File: src/rtl/bounce_emulator_pkg.sv
// bounce_emulator_pkg: shared types and constants for the switch-bounce generator.
package bounce_emulator_pkg;

    typedef enum logic [1:0] {
        ST_IDLE   = 2'd0,
        ST_BOUNCE = 2'd1,
        ST_SETTLE = 2'd2
    } state_t;

    // Galois taps for x^16 + x^14 + x^13 + x^11 + 1 (right-shifting form).
    localparam logic [15:0] LFSR_TAPS = 16'hB400;

    // Gap width: 16-bit masked LFSR plus MIN_GAP fits in 17 bits without overflow.
    localparam int GAP_W = 17;

    // One Galois step: shift right, fold the taps back in when a one falls out.
    function automatic logic [15:0] lfsr_next(input logic [15:0] s);
        return s[0] ? ((s >> 1) ^ LFSR_TAPS) : (s >> 1);
    endfunction

endpackage

File: src/rtl/bounce_emulator_lfsr16.sv
// lfsr16: 16-bit Galois LFSR that steps only when enabled; reloads SEED on reset.
module lfsr16
    import bounce_emulator_pkg::*;
#(
    parameter logic [15:0] SEED = 16'hACE1
) (
    input  logic        i_clk,
    input  logic        i_reset_n,
    input  logic        i_en,
    output logic [15:0] o_state
);

    logic [15:0] r_state;

    // Hold the state, advancing by one Galois step on each enabled cycle.
    always_ff @(posedge i_clk) begin
        // NOTE: reset is sampled on the clock edge, so it lives inside the clocked branch.
        if (!i_reset_n) begin
            r_state <= SEED;
        end else if (i_en) begin
            r_state <= lfsr_next(r_state);
        end
    end

    assign o_state = r_state;

endmodule

File: src/rtl/bounce_emulator.sv
// bounce_emulator: turns each change of clean_in into a burst of toggles followed
// by a settle period, for exercising a debouncer.
// Optional feature macro BOUNCE_EMULATOR_RANDOM_EN: when defined, each gap adds a
// masked LFSR value to MIN_GAP; when undefined, every gap is MIN_GAP + GAP_MASK.
module bounce_emulator
    import bounce_emulator_pkg::*;
#(
    parameter int          BOUNCE_COUNT  = 5,
    parameter int          MIN_GAP       = 4,
    parameter int          GAP_MASK      = 7,
    parameter int          SETTLE_CYCLES = 20,
    parameter logic [15:0] SEED          = 16'hACE1
) (
    input  logic clk,
    input  logic reset_n,
    input  logic clean_in,
    output logic noisy_out,
    output logic busy,
    output logic done
);

    localparam int TOG_W = $clog2(BOUNCE_COUNT + 1);
    localparam int SET_W = (SETTLE_CYCLES > 1) ? $clog2(SETTLE_CYCLES) : 1;

    localparam logic [TOG_W-1:0] TOG_MAX    = TOG_W'(BOUNCE_COUNT);
    localparam logic [SET_W-1:0] SET_RELOAD = SET_W'(SETTLE_CYCLES - 1);
    localparam logic [15:0]      MASK16     = 16'(GAP_MASK);

    state_t             r_state;
    logic               r_target;
    logic               r_noisy;
    logic               r_busy;
    logic               r_done;
    logic [TOG_W-1:0]   r_tog_cnt;
    logic [GAP_W-1:0]   r_gap_cnt;
    logic [SET_W-1:0]   r_set_cnt;

    logic               w_change;
    logic [GAP_W-1:0]   w_gap;

    assign w_change = (clean_in != r_target);

`ifdef BOUNCE_EMULATOR_RANDOM_EN
    logic        w_gap_load;
    logic [15:0] w_lfsr;

    // A gap is consumed on a new transition or on every mid-burst toggle.
    assign w_gap_load = w_change ||
                        ((r_state == ST_BOUNCE) && (r_gap_cnt == '0) && (r_tog_cnt < TOG_MAX));

    lfsr16 #(.SEED(SEED)) u_lfsr (
        .i_clk     (clk),
        .i_reset_n (reset_n),
        .i_en      (w_gap_load),
        .o_state   (w_lfsr)
    );

    assign w_gap = GAP_W'(MIN_GAP) + {1'b0, (w_lfsr & MASK16)};
`else
    assign w_gap = GAP_W'(MIN_GAP) + {1'b0, MASK16};
`endif

    // Burst/settle FSM; all outputs are registered here.
    always_ff @(posedge clk) begin
        if (!reset_n) begin
            r_state   <= ST_IDLE;
            r_target  <= 1'b0;
            r_noisy   <= 1'b0;
            r_busy    <= 1'b0;
            r_done    <= 1'b0;
            r_tog_cnt <= '0;
            r_gap_cnt <= '0;
            r_set_cnt <= '0;
        end else begin
            // NOTE: non-blocking throughout; the default-low done is overridden later in the same block.
            r_done <= 1'b0;
            if (w_change) begin
                // A new level always restarts the burst, even mid-bounce or mid-settle.
                r_target  <= clean_in;
                r_noisy   <= ~r_noisy;
                r_tog_cnt <= TOG_W'(1);
                r_gap_cnt <= w_gap - GAP_W'(1);
                r_busy    <= 1'b1;
                r_state   <= ST_BOUNCE;
            end else begin
                case (r_state)
                    ST_BOUNCE: begin
                        if (r_gap_cnt != '0) begin
                            r_gap_cnt <= r_gap_cnt - GAP_W'(1);
                        end else if (r_tog_cnt < TOG_MAX) begin
                            r_noisy   <= ~r_noisy;
                            r_tog_cnt <= r_tog_cnt + TOG_W'(1);
                            r_gap_cnt <= w_gap - GAP_W'(1);
                        end else begin
                            r_noisy   <= r_target;
                            r_set_cnt <= SET_RELOAD;
                            r_state   <= ST_SETTLE;
                        end
                    end
                    ST_SETTLE: begin
                        r_noisy <= r_target;
                        if (r_set_cnt != '0) begin
                            r_set_cnt <= r_set_cnt - SET_W'(1);
                        end else begin
                            r_done  <= 1'b1;
                            r_busy  <= 1'b0;
                            r_state <= ST_IDLE;
                        end
                    end
                    default: begin
                        r_noisy <= r_target;
                        r_busy  <= 1'b0;
                        r_state <= ST_IDLE;
                    end
                endcase
            end
        end
    end

    assign noisy_out = r_noisy;
    assign busy      = r_busy;
    assign done      = r_done;

endmodule

File: config.mk
export PLATFORM = sky130hd
export DESIGN_NAME = bounce_emulator
export DESIGN_NICKNAME = d
export VERILOG_FILES = /design/src/rtl/bounce_emulator_pkg.sv /design/src/rtl/bounce_emulator_lfsr16.sv /design/src/rtl/bounce_emulator.sv
export SDC_FILE = /design/constraint.sdc
export NUM_CORES = 1
export LEC_CHECK = 0
export BUFFER_PORTS_ARGS = -buffer_cell sky130_fd_sc_hd__buf_2
export CORE_MARGIN = 3
export CORE_UTILIZATION = 30
export CTS_BUF_LIST = sky130_fd_sc_hd__clkbuf_16
export DETAILED_ROUTE_END_ITERATION = 6
export PLACE_DENSITY = 0.53
export SLEW_MARGIN = 20
export SYNTH_ARGS = -nofsm -noshare
export SYNTH_HDL_FRONTEND = slang
export SYNTH_SLANG_ARGS = --single-unit
File: constraint.sdc
create_clock -name clk -period 3.1 [get_ports clk]
set_clock_uncertainty 0.2 [all_clocks]
set_input_delay 0.31 -clock clk [delete_from_list [all_inputs] [get_ports clk]]
set_output_delay 0.31 -clock clk [all_outputs]
set_load 0.005 [all_outputs]
==> results.cfg, run 1 <==
[timing]
slew_violations = 0
holdWs_ns = 0.147
worstMarginPinSlew_ns = 0.536
fmaxAchievable_mhz = 423
final.min_clock_period_ns = 2.36
period_share = 0.762
rsz0062_at_grt = no
final_hold_viol_count = 0
setup_viol = 0
fin_tns_setup_ns = 0
slew_headroom = 0.640

[floorplan]
die-area_sq_um = 6340
ios = 6
die_y_microns = 79.6
start_util = 0.314
coreArea_sq_um = 5170
fp-row-count = 26
die_w_microns = 79.6

[logic_synthesis]
ys_async_sr_fraction = 0
synth_top_area_cell = dfxtp_1
syn_nets = 200
synth-edff-count = 0
synth.distinct_cells = 47
synth_area_leaders = dfxtp_1 (38%), xor2_1 (5.9%), nor2_1 (5.8%), ha_1 (4.6%), nand2_1 (2.5%)
synth_flop_cell = dfxtp_1
synth-seq-cells = 31
syn_inst = 191
yosys-top-cells-count = dfxtp_1 (31), nor2_1 (25), nand2_1 (11), xor2_1 (11), inv_1 (10)
yosysMostFrequentCell = dfxtp_1
yosysSeqAreaShare = 0.382
avgSynthCellArea_sq_um = 8.51
syn_area_sq_um = 1630
yosysWarningCount = 0
synth_top_area_share = 0.382

[hold_path]
whs_endpoint = r_target$_SDFFE_PN0P_
whs_path_depth = 2
hold_path.class = primary input to flip-flop
min_from = clean_in

[clock_tree]
cts.repair.resized = 0
cts_tree = built
cts_made_buffers = 5
cts_max_level = 2
ctsHoldBuffers = 0
cts_setup_buffers = 0
clock_sinks = 31
clk_pin_slew_worst_paths_ns = 0.05
clk_latency_ns = 0.28
cts_buffer_depth = 2
root_buffer = clkbuf_16

[final_layout]
fin_nets = 206
diodes = 0
utilization = 0.360
syn_to_final_growth_pct = 14.5
n_fill_cell = 539
layout-drive-gt1-share = 0.136

[critical_path]
startpoint = r_gap_cnt[0]$_SDFFE_PP0P_
endpoint_kind = flip-flop
r2r_cells = 7
required_ns = 3.07
worst_setup_path_start_kind = flip-flop
critPathMaxFanout = 8
crit_type = flip-flop to flip-flop
r2r_end = r_set_cnt[3]$_SDFFE_PN0P_
slowest_stage = nor4b_1
rrSetupSlack_ns = 0.74
rr_startpoint = r_gap_cnt[0]$_SDFFE_PP0P_
path_cells = inv_1 -> ha_1 -> nor4b_1 -> a41o_1 -> and4_1 -> a21boi_0 -> o21a_1
crit_arrival_ns = 2.34
cp_slowest_stage_delay_ns = 0.42

[power_and_ir_drop]
power.leakage_nw = 0.701
ir_worst_vdd_mv = 0.276
total_power_mw = 1.10
p_per_area_nw_per_um2 = 588

[placed_design]
io_buffers = 5
hpwl_mm = 2.35
place_congestion = 0.734

[outcome]
status = complete, no violations

[global_routing]
grt_antenna_before_repair = 0
grt-ovfl-total = 0
grtUsageTotal = 0.126
grt_max_degree = 19
grt_pass1_vias = 1329
grt_pass1_wl_mm = 6.27

[flow_run]
drv_cap = 0

[drt]
drt_first_iter_violations = 53
via_count = 1344
routed_wl_mm = 3.45
via_per_inst = 5.01
routedWlPerCell_microns = 12.9
ant_nets = 0
drc = 0
first_pass_iters = 4
layout by cell type (no fill, tap or decap), types with 3 or more instances in the layout:
cell and instances:
o21ai_0 8, clkinv_2 3, ha_1 6, nor3_1 3, xor2_1 11, buf_2 5
nand2_1 11, clkbuf_16 5, nor2_1 25, a21boi_0 3, nor2b_1 3, buf_4 3
nor4_1 5, o21a_1 3, nand3_1 5, or4_1 3, dfxtp_1 31, a21oi_1 8
xnor2_1 4, nand4_1 4, inv_1 10, or2_2 4, o211ai_1 3
registers in the layout, indices dropped and copies added (netlist names):
| register | cells |
|---|---|
| r_target | 1 |
| noisy_out | 1 |
| r_set_cnt | 5 |
| done | 1 |
| r_state | 2 |
| r_tog_cnt | 3 |
| r_gap_cnt | 17 |
| busy | 1 |
per-layer routing:
layer | track usage | up-vias | wire length [microns]
li1 | - | 696 | -
met1 | 0.158 | 621 | 1700
met2 | 0.195 | 21 | 1560
met3 | 0.0372 | 6 | 127
met4 | 0.0619 | 0 | 59
met5 | 0 | - | 0
through the flow:
stage / instances / worst slack, ns / cell area (sq um)
5_1_grt: 268 / 0.506 / 1860
3_3_place_gp: 260 / 0.843 / 1720
6_report: 268 / 0.737 / 1860
4_1_cts: 268 / 0.762 / 1860
3_5_place_dp: 260 / 0.778 / 1720
2_1_floorplan: 191 / 0.893 / 1630
worst max path at each step:
stage / end / slack [ns] / cells past startpoint
2_1_floorplan: r_gap_cnt[12]$_SDFFE_PP0P_ / 0.89 / 8
3_3_place_gp: r_set_cnt[3]$_SDFFE_PN0P_ / 0.84 / 7
3_5_place_dp: r_set_cnt[2]$_SDFFE_PN0P_ / 0.78 / 7
4_1_cts: r_set_cnt[2]$_SDFFE_PN0P_ / 0.76 / 7
5_1_grt: r_set_cnt[2]$_SDFFE_PN0P_ / 0.51 / 7
6_report: r_set_cnt[3]$_SDFFE_PN0P_ / 0.74 / 7
logic make-up after synthesis:
logic type | count (synthesis) | synth area share
and+or+nand+nor | 81 | 0.283
AOI/OAI and AO/OA | 39 | 0.161
DFF | 31 | 0.382
buffers and inverters | 19 | 0.0470
xor gates and xnor gates | 15 | 0.0808
adders and majority gates | 6 | 0.0462
report_power, final:
group	total (mW)	internal (mW)	switching [mW]
combinational	0.190	0.0748	0.115
clock	0.468	0.292	0.176
sequential	0.437	0.419	0.0185
total	1.10	0.786	0.309
worst max-delay path: cells and delay by family, from the launching register on:
family	cells	cell delay (ns)
simple gates	2	0.79
compound gates	3	0.68
flops	1	0.33
fa+ha+maj	1	0.14
buf+inv	1	0.10
final cells by class:
cell class / instances / area, sq um / area share
flip-flops and latches: 31 / 621 / 0.333
well taps: 70 / 87.6 / 0.0470
inverters: 10 / 37.5 / 0.0202
clock inverters: 3 / 15.0 / 0.00806
repair buffers: 8 / 47.5 / 0.0255
multi-input cells: 141 / 928 / 0.499
clock buffers: 5 / 125 / 0.0672
(Power assumes the default switching activity.)
==> inputs of run 2 (changes only) <==
- clock period: 3.1 -> 2.2 ns (I/O delays scaled with it)
==> results.cfg, run 2 (synthesized netlist as in run 1, its figures left out) <==
[global_routing]
grt-ovfl-total = 0
grt_max_degree = 19
grt_antenna_before_repair = 0
grt_pass1_vias = 1314
grtUsageTotal = 0.123
grt_pass1_wl_mm = 6.10

[clock_tree]
cts_made_buffers = 5
cts_setup_buffers = 0
clk_latency_ns = 0.27
cts_max_level = 2
cts_buffer_depth = 2
clk_pin_slew_worst_paths_ns = 0.05
root_buffer = clkbuf_16
clock_sinks = 31
cts_tree = built

[placed_design]
io_buffers = 5
place_congestion = 0.782
placed_cells_incl_taps = 274
hpwl_mm = 2.49
place_area_sq_um = 1830
pre_cts_ws_ns = 0.0229

[timing]
setup_viol = 0
fin_tns_setup_ns = 0
rsz0062_at_grt = yes
slew_headroom = 0.685
slew_violations = 0
final.min_clock_period_ns = 2.16
setup_ws_ns = 0.0389
worstMarginPinSlew_ns = 0.468
final_hold_viol_count = 0
period_share = 0.982
fmaxAchievable_mhz = 463

[floorplan]
ios = 6
die-area_sq_um = 6340
die_w_microns = 79.6
coreArea_sq_um = 5170
start_util = 0.314
die_y_microns = 79.6
fp-row-count = 26

[final_layout]
layout_commonest_cell = dfxtp_1
fin_nets = 220
regMostFlops = r_gap_cnt
mostFrequentLayoutCells = dfxtp_1 (30), nor2_1 (25), buf_4 (16), inv_1 (12)
fin_area_sq_um = 2000
largestRegisters = r_gap_cnt (17), r_set_cnt (5), r_tog_cnt (3)
largest_reg_flops = 17
utilization = 0.387
diodes = 0
fin_cells = 282
layout-drive-gt1-share = 0.208
syn_to_final_growth_pct = 23.0

[drt]
via_per_inst = 4.88
drc = 0
ant_nets = 0
via_count = 1375
routedWlPerCell_microns = 12.5
drt_first_iter_violations = 51
routed_wl_mm = 3.52
first_pass_iters = 4

[critical_path]
critPathMaxFanout = 3
worst_setup_path_start_kind = flip-flop
rrSetupSlack_ns = 0.04
crit_type = flip-flop to flip-flop
crit_arrival_ns = 2.12
endpoint_kind = flip-flop
required_ns = 2.16

[power_and_ir_drop]
power.leakage_nw = 0.785
ir_worst_vdd_mv = 0.316
p_per_area_nw_per_um2 = 787

[hold_path]
hold_path.class = primary input to flip-flop

[outcome]
status = complete, no violations

[flow_run]
drv_cap = 0
run 2: cell type report:
class / count / area (sq um)
Sequential cell: 31 / 622
Fill cell: 526 / 3170
Multi-Input combinational cell: 141 / 958
Inverter: 10 / 37.5
Clock inverter: 3 / 12.5
Timing Repair Buffer: 22 / 156
Clock buffer: 5 / 125
Tap cell: 70 / 87.6
run 2: path summary, 6_finish.rpt:
kind,from,end,depth (start not counted)
worst max register to register,r_gap_cnt[0]$_SDFFE_PP0P_,r_gap_cnt[13]$_SDFFE_PP0P_,6
worst max-delay path,r_gap_cnt[0]$_SDFFE_PP0P_,r_gap_cnt[13]$_SDFFE_PP0P_,6
worst min register to register,r_set_cnt[4]$_SDFFE_PN0P_,r_set_cnt[4]$_SDFFE_PN0P_,2
worst min-delay path,clean_in,r_target$_SDFFE_PN0P_,2
run 2: metal layers:
layer,vias to the layer above,wire [microns],track usage
li1,722,-,-
met3,5,85,0.0406
met2,11,1530,0.188
met1,637,1860,0.160
met4,0,46,0.0464
met5,-,0,0
run 2: critical path: stages (launching register included):
cell and delay (ns):
dfxtp_1 0.31, buf_4 0.13, or4_4 0.50, nor4_4 0.23
or4b_4 0.49, xor2_1 0.14, nor2_1 0.05
run 2: power breakdown:
group / internal [mW] / total [mW] / leakage (nW) / switching [mW]
Sequential: 0.591 / 0.617 / 0.252 / 0.0262
Combinational: 0.148 / 0.322 / 0.456 / 0.175
Clock: 0.407 / 0.633 / 0.0762 / 0.226
Total: 1.15 / 1.57 / 0.785 / 0.427
run 2: timing repair:
item / 4_1_cts / 5_1_grt
setup endpoints to repair: 0 / 13
resized for setup: 0 / 7
hold buffers: 0 / 0
run 2: through the flow:
step / hold WS [ns] / power (mW)
6_report: 0.0547 / 1.57
5_1_grt: 0.0646 / 1.66
4_1_cts: 0.0548 / 1.58
3_5_place_dp: 0.270 / 0.934
3_3_place_gp: 0.259 / 0.937
2_1_floorplan: 0.167 / 0.831
